### src/rtl/tsn_arb_pkg.sv
// rtl/tsn_arb_pkg.sv - shared arbiter state encoding and round-robin search
package tsn_arb_pkg;

  localparam int MAX_PORTS = 8;
  localparam int MAX_IDX_W = 3;

  typedef enum logic {
    ST_IDLE = 1'b0,
    ST_BUSY = 1'b1
  } arb_state_t;

  // First set bit of req at or after (last+1) mod n, wrapping; n <= MAX_PORTS.
  // Returns last unchanged when req is empty (caller only uses it when |req).
  function automatic logic [MAX_IDX_W-1:0] rr_search(
    input logic [MAX_PORTS-1:0] req,
    input logic [MAX_IDX_W-1:0] last,
    input int                   n
  );
    logic [MAX_IDX_W-1:0] pick;
    logic [MAX_IDX_W-1:0] cand;
    logic                 found;
    pick  = last;
    found = 1'b0;
    for (int i = 1; i <= MAX_PORTS; i++) begin
      cand = MAX_IDX_W'((int'(last) + i) % n);
      if (i <= n && !found && req[cand]) begin
        pick  = cand;
        found = 1'b1;
      end
    end
    return pick;
  endfunction

endpackage

### src/rtl/length_frame_arbiter_if.sv
// rtl/length_frame_arbiter_if.sv - stream bundle: NUM_PORTS inputs merged into one output
//   s_axis_tdata  [NUM_PORTS*DATA_WIDTH]  port i at [i*DATA_WIDTH +: DATA_WIDTH]
//   s_axis_tvalid/tready/tlast [NUM_PORTS] per-port handshake and frame end
//   m_axis_tdata/tvalid/tready/tlast/tdest merged stream, tdest = source port
interface length_frame_arbiter_if #(
  parameter int DATA_WIDTH = 8,
  parameter int NUM_PORTS  = 4
);
  localparam int DEST_W = $clog2(NUM_PORTS);

  logic [NUM_PORTS*DATA_WIDTH-1:0] s_axis_tdata;
  logic [NUM_PORTS-1:0]            s_axis_tvalid;
  logic [NUM_PORTS-1:0]            s_axis_tready;
  logic [NUM_PORTS-1:0]            s_axis_tlast;
  logic [DATA_WIDTH-1:0]           m_axis_tdata;
  logic                            m_axis_tvalid;
  logic                            m_axis_tready;
  logic                            m_axis_tlast;
  logic [DEST_W-1:0]               m_axis_tdest;

  // The arbiter sits on the slave side of the bundle.
  modport slave (
    input  s_axis_tdata, s_axis_tvalid, s_axis_tlast, m_axis_tready,
    output s_axis_tready, m_axis_tdata, m_axis_tvalid, m_axis_tlast, m_axis_tdest
  );

  modport master (
    output s_axis_tdata, s_axis_tvalid, s_axis_tlast, m_axis_tready,
    input  s_axis_tready, m_axis_tdata, m_axis_tvalid, m_axis_tlast, m_axis_tdest
  );

endinterface

### src/rtl/axis_reg_slice.sv
// rtl/axis_reg_slice.sv - 2-entry register slice (output register + skid register)
//   clk, rstn                  clock, async active-low reset
//   i_valid/o_ready/i_data     upstream side
//   o_valid/i_ready/o_data     downstream side, fully registered
module axis_reg_slice #(
  parameter int WIDTH = 11
) (
  input  logic             clk,
  input  logic             rstn,
  input  logic             i_valid,
  output logic             o_ready,
  input  logic [WIDTH-1:0] i_data,
  output logic             o_valid,
  input  logic             i_ready,
  output logic [WIDTH-1:0] o_data
);

  logic             r_out_valid;
  logic             r_skid_valid;
  logic [WIDTH-1:0] r_out_data;
  logic [WIDTH-1:0] r_skid_data;

  // Ready depends only on the skid register, so no combinational path
  // from i_ready back to o_ready.
  assign o_ready = ~r_skid_valid;
  assign o_valid = r_out_valid;
  assign o_data  = r_out_data;

  always_ff @(posedge clk or negedge rstn) begin
    if (!rstn) begin
      r_out_valid  <= 1'b0;
      r_skid_valid <= 1'b0;
      r_out_data   <= '0;
      r_skid_data  <= '0;
    end else if (i_ready || !r_out_valid) begin
      if (r_skid_valid) begin
        r_out_data   <= r_skid_data;
        r_out_valid  <= 1'b1;
        r_skid_valid <= 1'b0;
      end else begin
        r_out_valid <= i_valid;
        if (i_valid) begin
          r_out_data <= i_data;
        end
      end
    end else if (i_valid && !r_skid_valid) begin
      // Output stalled: park the accepted beat in the skid register.
      r_skid_valid <= 1'b1;
      r_skid_data  <= i_data;
    end
  end

endmodule

### src/rtl/length_frame_arbiter.sv
// rtl/length_frame_arbiter.sv - frame-atomic round-robin merge of NUM_PORTS streams
//   clk, rstn    clock, async active-low reset
//   bus          length_frame_arbiter_if.slave (s_axis_* inputs, m_axis_* output)
//   frame_count  frames completed on m_axis, wraps at 2^CNT_WIDTH
module length_frame_arbiter
  import tsn_arb_pkg::*;
#(
  parameter int DATA_WIDTH = 8,
  parameter int NUM_PORTS  = 4,
  parameter int CNT_WIDTH  = 16
) (
  input  logic                  clk,
  input  logic                  rstn,
  length_frame_arbiter_if.slave bus,
  output logic [CNT_WIDTH-1:0]  frame_count
);

  localparam int DEST_W  = $clog2(NUM_PORTS);
  localparam int SLICE_W = DATA_WIDTH + 1 + DEST_W;

  arb_state_t             r_state;
  logic [DEST_W-1:0]      r_grant;
  logic [DEST_W-1:0]      r_last_grant;
  logic [CNT_WIDTH-1:0]   r_frame_count;

  logic                   w_in_valid;
  logic                   w_in_ready;
  logic                   w_in_last;
  logic                   w_accept;
  logic [DATA_WIDTH-1:0]  w_in_data;
  logic [NUM_PORTS-1:0]   w_tready;
  logic [DEST_W-1:0]      w_next_grant;
  logic                   w_out_valid;
  logic [SLICE_W-1:0]     w_out_payload;

  assign w_in_valid = (r_state == ST_BUSY) && bus.s_axis_tvalid[r_grant];
  assign w_in_data  = bus.s_axis_tdata[r_grant*DATA_WIDTH +: DATA_WIDTH];
  assign w_in_last  = bus.s_axis_tlast[r_grant];
  assign w_accept   = w_in_valid && w_in_ready;

  always_comb begin
    w_tready = '0;
    if (r_state == ST_BUSY) begin
      w_tready[r_grant] = w_in_ready;
    end
  end
  assign bus.s_axis_tready = w_tready;

  assign w_next_grant = DEST_W'(rr_search(MAX_PORTS'(bus.s_axis_tvalid),
                                          MAX_IDX_W'(r_last_grant), NUM_PORTS));

  // Requests are only sampled in IDLE; a frame always costs one IDLE cycle.
  always_ff @(posedge clk or negedge rstn) begin
    if (!rstn) begin
      r_state      <= ST_IDLE;
      r_grant      <= '0;
      r_last_grant <= DEST_W'(NUM_PORTS - 1);
    end else begin
      case (r_state)
        ST_IDLE: begin
          if (|bus.s_axis_tvalid) begin
            r_grant <= w_next_grant;
            r_state <= ST_BUSY;
          end
        end
        ST_BUSY: begin
          if (w_accept && w_in_last) begin
            r_state      <= ST_IDLE;
            r_last_grant <= r_grant;
          end
        end
        default: r_state <= ST_IDLE;
      endcase
    end
  end

  axis_reg_slice #(
    .WIDTH (SLICE_W)
  ) u_slice (
    .clk     (clk),
    .rstn    (rstn),
    .i_valid (w_in_valid),
    .o_ready (w_in_ready),
    .i_data  ({r_grant, w_in_last, w_in_data}),
    .o_valid (w_out_valid),
    .i_ready (bus.m_axis_tready),
    .o_data  (w_out_payload)
  );

  assign bus.m_axis_tvalid = w_out_valid;
  assign {bus.m_axis_tdest, bus.m_axis_tlast, bus.m_axis_tdata} = w_out_payload;

  always_ff @(posedge clk or negedge rstn) begin
    if (!rstn) begin
      r_frame_count <= '0;
    end else if (w_out_valid && bus.m_axis_tready && bus.m_axis_tlast) begin
      r_frame_count <= r_frame_count + CNT_WIDTH'(1);
    end
  end
  assign frame_count = r_frame_count;

endmodule

### src/flat_wrapper.sv
// flat-port wrapper written by rule: the top's interface ports become plain ports
module length_frame_arbiter_flat import tsn_arb_pkg::*;
#(
  parameter int DATA_WIDTH = 8,
  parameter int NUM_PORTS  = 4,
  parameter int CNT_WIDTH  = 16
)
  (clk, rstn, frame_count, bus_s_axis_tdata, bus_s_axis_tvalid, bus_s_axis_tlast, bus_m_axis_tready, bus_s_axis_tready, bus_m_axis_tdata, bus_m_axis_tvalid, bus_m_axis_tlast, bus_m_axis_tdest);
  length_frame_arbiter_if #(.DATA_WIDTH(DATA_WIDTH), .NUM_PORTS(NUM_PORTS)) bus_i ();
  input  logic clk;
  input  logic rstn;
  output logic [CNT_WIDTH-1:0] frame_count;
  input wire logic [$bits(bus_i.s_axis_tdata)-1:0] bus_s_axis_tdata;
  input wire logic [$bits(bus_i.s_axis_tvalid)-1:0] bus_s_axis_tvalid;
  input wire logic [$bits(bus_i.s_axis_tlast)-1:0] bus_s_axis_tlast;
  input wire logic [$bits(bus_i.m_axis_tready)-1:0] bus_m_axis_tready;
  output wire logic [$bits(bus_i.s_axis_tready)-1:0] bus_s_axis_tready;
  output wire logic [$bits(bus_i.m_axis_tdata)-1:0] bus_m_axis_tdata;
  output wire logic [$bits(bus_i.m_axis_tvalid)-1:0] bus_m_axis_tvalid;
  output wire logic [$bits(bus_i.m_axis_tlast)-1:0] bus_m_axis_tlast;
  output wire logic [$bits(bus_i.m_axis_tdest)-1:0] bus_m_axis_tdest;
  assign bus_i.s_axis_tdata = bus_s_axis_tdata;
  assign bus_i.s_axis_tvalid = bus_s_axis_tvalid;
  assign bus_i.s_axis_tlast = bus_s_axis_tlast;
  assign bus_i.m_axis_tready = bus_m_axis_tready;
  assign bus_s_axis_tready = bus_i.s_axis_tready;
  assign bus_m_axis_tdata = bus_i.m_axis_tdata;
  assign bus_m_axis_tvalid = bus_i.m_axis_tvalid;
  assign bus_m_axis_tlast = bus_i.m_axis_tlast;
  assign bus_m_axis_tdest = bus_i.m_axis_tdest;
  length_frame_arbiter #(.DATA_WIDTH(DATA_WIDTH), .NUM_PORTS(NUM_PORTS), .CNT_WIDTH(CNT_WIDTH)) u_core (.clk(clk), .rstn(rstn), .bus(bus_i), .frame_count(frame_count));
endmodule
### config.mk
export PLATFORM = sky130hd
export DESIGN_NAME = length_frame_arbiter_flat
export DESIGN_NICKNAME = d
export VERILOG_FILES = /design/src/rtl/tsn_arb_pkg.sv /design/src/rtl/length_frame_arbiter_if.sv /design/src/rtl/axis_reg_slice.sv /design/src/rtl/length_frame_arbiter.sv /design/src/flat_wrapper.sv
export SDC_FILE = /design/constraint.sdc
export NUM_CORES = 1
export LEC_CHECK = 0
export ABC_AREA = 1
export CAP_MARGIN = 10
export CORE_MARGIN = 2
export CORE_UTILIZATION = 40
export DETAILED_ROUTE_END_ITERATION = 10
export PLACE_DENSITY = 0.84
export SYNTH_ARGS = -nofsm -noshare
export SYNTH_HDL_FRONTEND = slang
export SYNTH_SLANG_ARGS = --single-unit
export TNS_END_PERCENT = 1
### constraint.sdc
create_clock -name clk -period 1.5 [get_ports clk]
set_input_delay 0.225 -clock clk [delete_from_list [all_inputs] [get_ports clk]]
set_output_delay 0.225 -clock clk [all_outputs]
set_load 0.1 [all_outputs]
After elaboration in Yosys (flattened, before gate mapping)
Index checks and enable logic that the tools add are counted.

Output and inout port bits: 32. Logic and storage cells: 85. Bits in registers: 45. Input port bits: 43.

Mux-type cells: 30. Shift operators: 1. Bitwise gates (word level): 8. $lt $le $gt $ge: 6. $add $sub $neg: 5. Reduce and logical (&&, ||, !) cells: 27.

Operators with widths (number): $shiftx A32 B6 Y8 (1); $mux W11 (2); $add A16 B1 Y16 const B (1); $lt A3 B4 Y1 const B (4); $mux W1 (15); $bmux W1 S3 (4); $logic_and A1 B1 Y1 (10); $mux W2 (4); $reduce_and A2 Y1 (4); $reduce_or A2 Y1 (4); $logic_not A1 Y1 (5); $add A2 B1 Y2 const B (2); $add A2 B2 Y2 const B (2); $and A1 B1 Y1 const A (4); $and A4 B4 Y4 (1); $bmux W1 S2 (2); $mux W4 (1); $reduce_bool A2 Y1 (2); $reduce_or A4 Y1 (1); $lt A2 B3 Y1 const B (1); $not A1 Y1 (3); $demux W1 S2 (1); $ge A2 B1 Y1 const B (1); $pmux W1 S2 (1); $logic_or A1 B1 Y1 (1).

Logic depth before layout (Yosys ltp)
Depth after elaboration: 15. Mapped depth: 12. Mapped depth without buffers: 11.

Modules after synthesis
Synthesis repeated with hierarchy kept, for this count alone.

Cell total of the unflattened synthesis: 338. Area total of the unflattened synthesis: 2595.0 um^2.

Modules (own cells, without submodules): length_frame_arbiter (instances 1, cells an instance 194, area an instance 1483.9 um^2, seq. area each 528.0 um^2); axis_reg_slice (instances 1, cells an instance 144, area an instance 1111.1 um^2, seq. area each 600.6 um^2).

Worst setup path before layout
Ideal clock, no wire load.

Path kind: flip-flop to output port. Start point: register u_core.r_grant[1]. End point: output bus_s_axis_tready[0]. Required time: 1.275 ns. Cell stages (with the launch flop): 3. Buffers on the path: 1. Arrival: 3.508 ns. Path slack: -2.233 ns. Cell sequence: dfrtp_1 -> buf_2 -> nor4_1.

Word-level cells in the longest chain between the ends: 6. Elaborated cells on any way between the ends: 7. Classes of those cells: order compare (2); mux (3); bitwise (1); reduce/logical (1).

RTL lines: start: declaration (line length_frame_arbiter.sv:22) `logic [DEST_W-1:0] r_grant;`; start signal: assignment (line length_frame_arbiter.sv:62) `r_grant <= w_next_grant;`; $lt A2 B3 Y1 (not written as such) or $ge A2 B1 Y1 (tied branches) (line length_frame_arbiter.sv:44) `w_tready[r_grant] = w_in_ready;`; $logic_and A1 B1 Y1 (not written as such) (line length_frame_arbiter.sv:44); $mux W1 (not written as such) (line length_frame_arbiter.sv:44); $demux W1 S2 *; $and A4 B4 Y4 (no source line) *; $mux W4 * (line length_frame_arbiter.sv:43) `if (r_state == ST_BUSY) begin`; end: declaration (line flat_wrapper.sv:17) `output wire logic [$bits(bus_i.s_axis_tready)-1:0] bus_s_axis_tready;`.

Every way passes the cells marked *; elsewhere a longest branch is shown, timed or not.

Worst setup path in the final report
Start point: register u_core.r_state. End point: output bus_s_axis_tready[2].

Word-level cells in the longest chain between the ends: 1.

RTL lines: start: declaration (line length_frame_arbiter.sv:21) `arb_state_t r_state;`; start signal: assignment (line length_frame_arbiter.sv:55) `r_state <= ST_IDLE;`; start signal: assignment (line length_frame_arbiter.sv:63) `r_state <= ST_BUSY;`; start signal: assignment (line length_frame_arbiter.sv:68) `r_state <= ST_IDLE;`; $mux W4 (line length_frame_arbiter.sv:43).

No other way between the ends.

==> run_results.csv <==
group,metric,value,unit
outcome,status,"finished with violations",
outcome,violations,"setup timing",
timing,timing.final.crit_share,1.110,
clocking,clk_pin_slew,0.08,ns
global_route,grt_pass1_vias,2557,
power_and_ir_drop,finalPower,9.701,mW
die,ios,75,
worst_setup_path,worst_setup_path_end_kind,"output pin",
clocking,cts_made_buffers,5,
timing,hold_violations,0,
cells_and_area,nFillCells,424,
die,core_area,0.005956,mm^2
worst_setup_path,worst-path-max-fanout,5,
die,dieArea,0.006849,mm^2
detailed_routing,wl_per_cell,15.44,um
die,start_util,0.4166,
clocking,root_buffer,"clkbuf_8",
detailed_routing,vias,2611,
place,post-place-ws,-0.2885,ns
logic_synthesis,ys_seq_area_frac,0.4549,
timing,setup_ws,-0.1645,ns
clocking,cts_sinks,45,
detailed_routing,viasPerCell,5.232,
logic_synthesis,syn_area,0.002481,mm^2
clocking,clock_path_buffers,2,
global_route,overflow,0,
detailed_routing,wirelength,7703,um
job,drv_cap,0,
logic_synthesis,syn_nets,367,
timing,fin_crit,1.664,ns
global_route,grt_pass1_wl,11700,um
power_and_ir_drop,pwr_density_cell,2340,mW/mm^2
worst_setup_path,critPathArrivalTime,1.44,ns
clocking,h-tree-depth,2,
logic_synthesis,ys_warn_count,0,
detailed_routing,drt_iter0_drc,229,
timing,skew,0.01291,ns
power_and_ir_drop,max-vdd-ir-drop,2.041,mV
worst_setup_path,critical_path_class,"reg -> out",
die,die_x,82.76,um
cells_and_area,fin_nets,467,
min_path,holdPathStages,3,
worst_setup_path,rrSetupSlack,-0.09,ns
min_path,hold_class,"in -> reg",
cells_and_area,layout-drive-gt1-share,0.2901,
logic_synthesis,synth.distinct_cells,28,
global_route,antenna_found_initial,0,
cells_and_area,area_growth,67.07,%
cells_and_area,n_antenna_cell,0,
die,die_h,82.76,um
worst_setup_path,critPathLaunchType,"flop",
timing,slew_viol_final,0,
detailed_routing,drtAntennaViolNets,0,
worst_setup_path,r2r_cells,11,
timing,rsz0062_at_grt,"true",
timing,setup-violations-final,20,
place,dp_hpwl,5030,um
logic_synthesis,synth-seq-cells,45,
detailed_routing,route.detailed.drc,0,
global_route,grt_max_degree,32,
global_route,grt_usage,0.2266,
worst_setup_path,cp_data_required_time,1.27,ns
logic_synthesis,syn_area_per_cell,7.682,um^2
power_and_ir_drop,p_leak,1.965,nW
timing,fmax,0.6008,GHz
detailed_routing,first_pass_iters,4,
timing,worst_pin_slew,0.3835,ns
logic_synthesis,synth_cells,323,
timing,relSlewSlack,0.7417,
place,portBuffers,74,
place,gp_congestion,0.8130,
clocking,clkLatencyLatePin,0.31,ns
die,rows,28,
clocking,cts_tree,"yes",
through the flow:
| step | util | cells | cell area, um^2 | setup TNS [ns] | hold WS (ns) |
|---|---|---|---|---|---|
| after floorplan | - | 323 | 2540 | -3.165 | -0.07059 |
| after global placement | 0.6408 | 482 | 3816 | -4.714 | 0.1594 |
| after detailed placement | 0.6408 | 482 | 3816 | -6.413 | 0.1620 |
| after CTS | 0.6811 | 499 | 4056 | -0.3664 | 0.3744 |
| after global routing | 0.6960 | 499 | 4145 | -3.034 | 0.3435 |
| final | 0.6960 | 499 | 4145 | -1.121 | 0.3210 |
kinds of logic (layout without fill, tap and decap cells):
kind of cell	Yosys count	after routing	share of synthesized area
xor+xnor	15	15	0.05295
compound gates	54	54	0.1225
mux	1	1	0.004538
simple gates	169	169	0.2935
fa+ha+maj	1	1	0.005042
flops	45	45	0.4549
buf+inv	38	139	0.06657
critical path: stages, from the launching register on:
cell and delay [ns]:
dfrtp_1 0.44, nand2_1 0.11, buf_4 0.17, nor3_4 0.21, buf_12 0.21
metal layers:
metal  global-route usage  vias up  routed length (um)
li1                     -     1234                   -
met1               0.2736     1253                3016
met2               0.4040      101                4042
met3              0.04130       23                 420
met4              0.07869        0                 223
met5                    0        -                   0
synthesized netlist by cell type:
cell      count  share of area
a21oi_1       4         0.0081
a41oi_1       1         0.0035
buf_2         9          0.018
buf_4         1         0.0030
buf_6         1         0.0045
clkbuf_1      2         0.0030
dfrtp_1      43           0.43
dfstp_2       2          0.021
ha_1          1         0.0050
inv_1        20          0.030
inv_2         5         0.0076
mux2_2        1         0.0045
nand2_1     119           0.18
nand2_2       5          0.013
nand3_1      10          0.020
nand3_4       1         0.0071
nand4_1       3         0.0076
nor2_1       20          0.030
nor2_2        2         0.0050
nor2_4        4          0.018
nor3_1        3         0.0060
nor3_2        1         0.0040
nor4_1        1         0.0025
o21ai_0      19          0.038
o21ai_1      22          0.044
o22a_1        8          0.028
xnor2_1       5          0.018
xor2_1       10          0.035
sequential cells by signal, summed over array words and instances, names as in the netlist:
register                     cells
u_core.frame_count              16
u_core.r_grant                   2
u_core.r_last_grant              2
u_core.r_state                   1
u_core.u_slice.o_data           11
u_core.u_slice.o_valid           1
u_core.u_slice.r_skid_data      11
u_core.u_slice.r_skid_valid      1
power breakdown:
| group | switching [mW] | total (mW) | internal [mW] |
|---|---|---|---|
| registers | 0.492 | 2.17 | 1.68 |
| clock network | 0.418 | 0.742 | 0.324 |
| logic | 4.20 | 6.79 | 2.59 |
| total | 5.11 | 9.70 | 4.59 |
cell type report:
class | count | area, um^2 | area share
clock buffers | 6 | 72.57 | 0.01751
multi-input cells | 240 | 1314 | 0.3169
repair buffers | 106 | 1415 | 0.3414
flip-flops and latches | 45 | 1136 | 0.2741
inverters | 25 | 103.9 | 0.02505
clock inverters | 2 | 10.01 | 0.002415
well taps | 75 | 93.84 | 0.02264
final timing paths:
kind,start,endpoint
worst max register to register,u_core.r_grant[0],u_core.u_slice.o_data[5]
max in group asynchronous,rstn,u_core.r_last_grant[0]
min in group asynchronous,rstn,u_core.frame_count[10]
worst min register to register,u_core.u_slice.r_skid_data[1],u_core.u_slice.r_skid_data[1]
worst min-delay path,bus_m_axis_tready,u_core.frame_count[0]
worst max-delay path,u_core.r_state,bus_s_axis_tready[2]
what timing repair did:
item / 4_1_cts / 5_1_grt
hold buffers: 1 / 0
gates cloned: 1 / 0
pin swaps: 3 / 4
setup buffers: 7 / 0
setup endpoints to repair: 7 / 37
gates resized for setup: 17 / 30
endpoints found under the hold margin: 14 / 0
cell usage in the layout, fill, tap and decap left out, types with 4 or more instances in the layout:
master and n:
nor2_4 7, o22a_1 8, clkdlybuf4s50_1 40, dfrtp_2 6, nand3_1 8, a21oi_1 4
clkbuf_8 5, inv_1 18, buf_6 5, xor2_1 9, dfrtp_1 37, buf_12 37
nand2_2 16, nor2_1 19, xnor2_1 5, nand2_1 106, o21ai_1 24, buf_4 19
o21ai_0 14, inv_2 4
No activity file was read; power rests on OpenSTA's default activity.
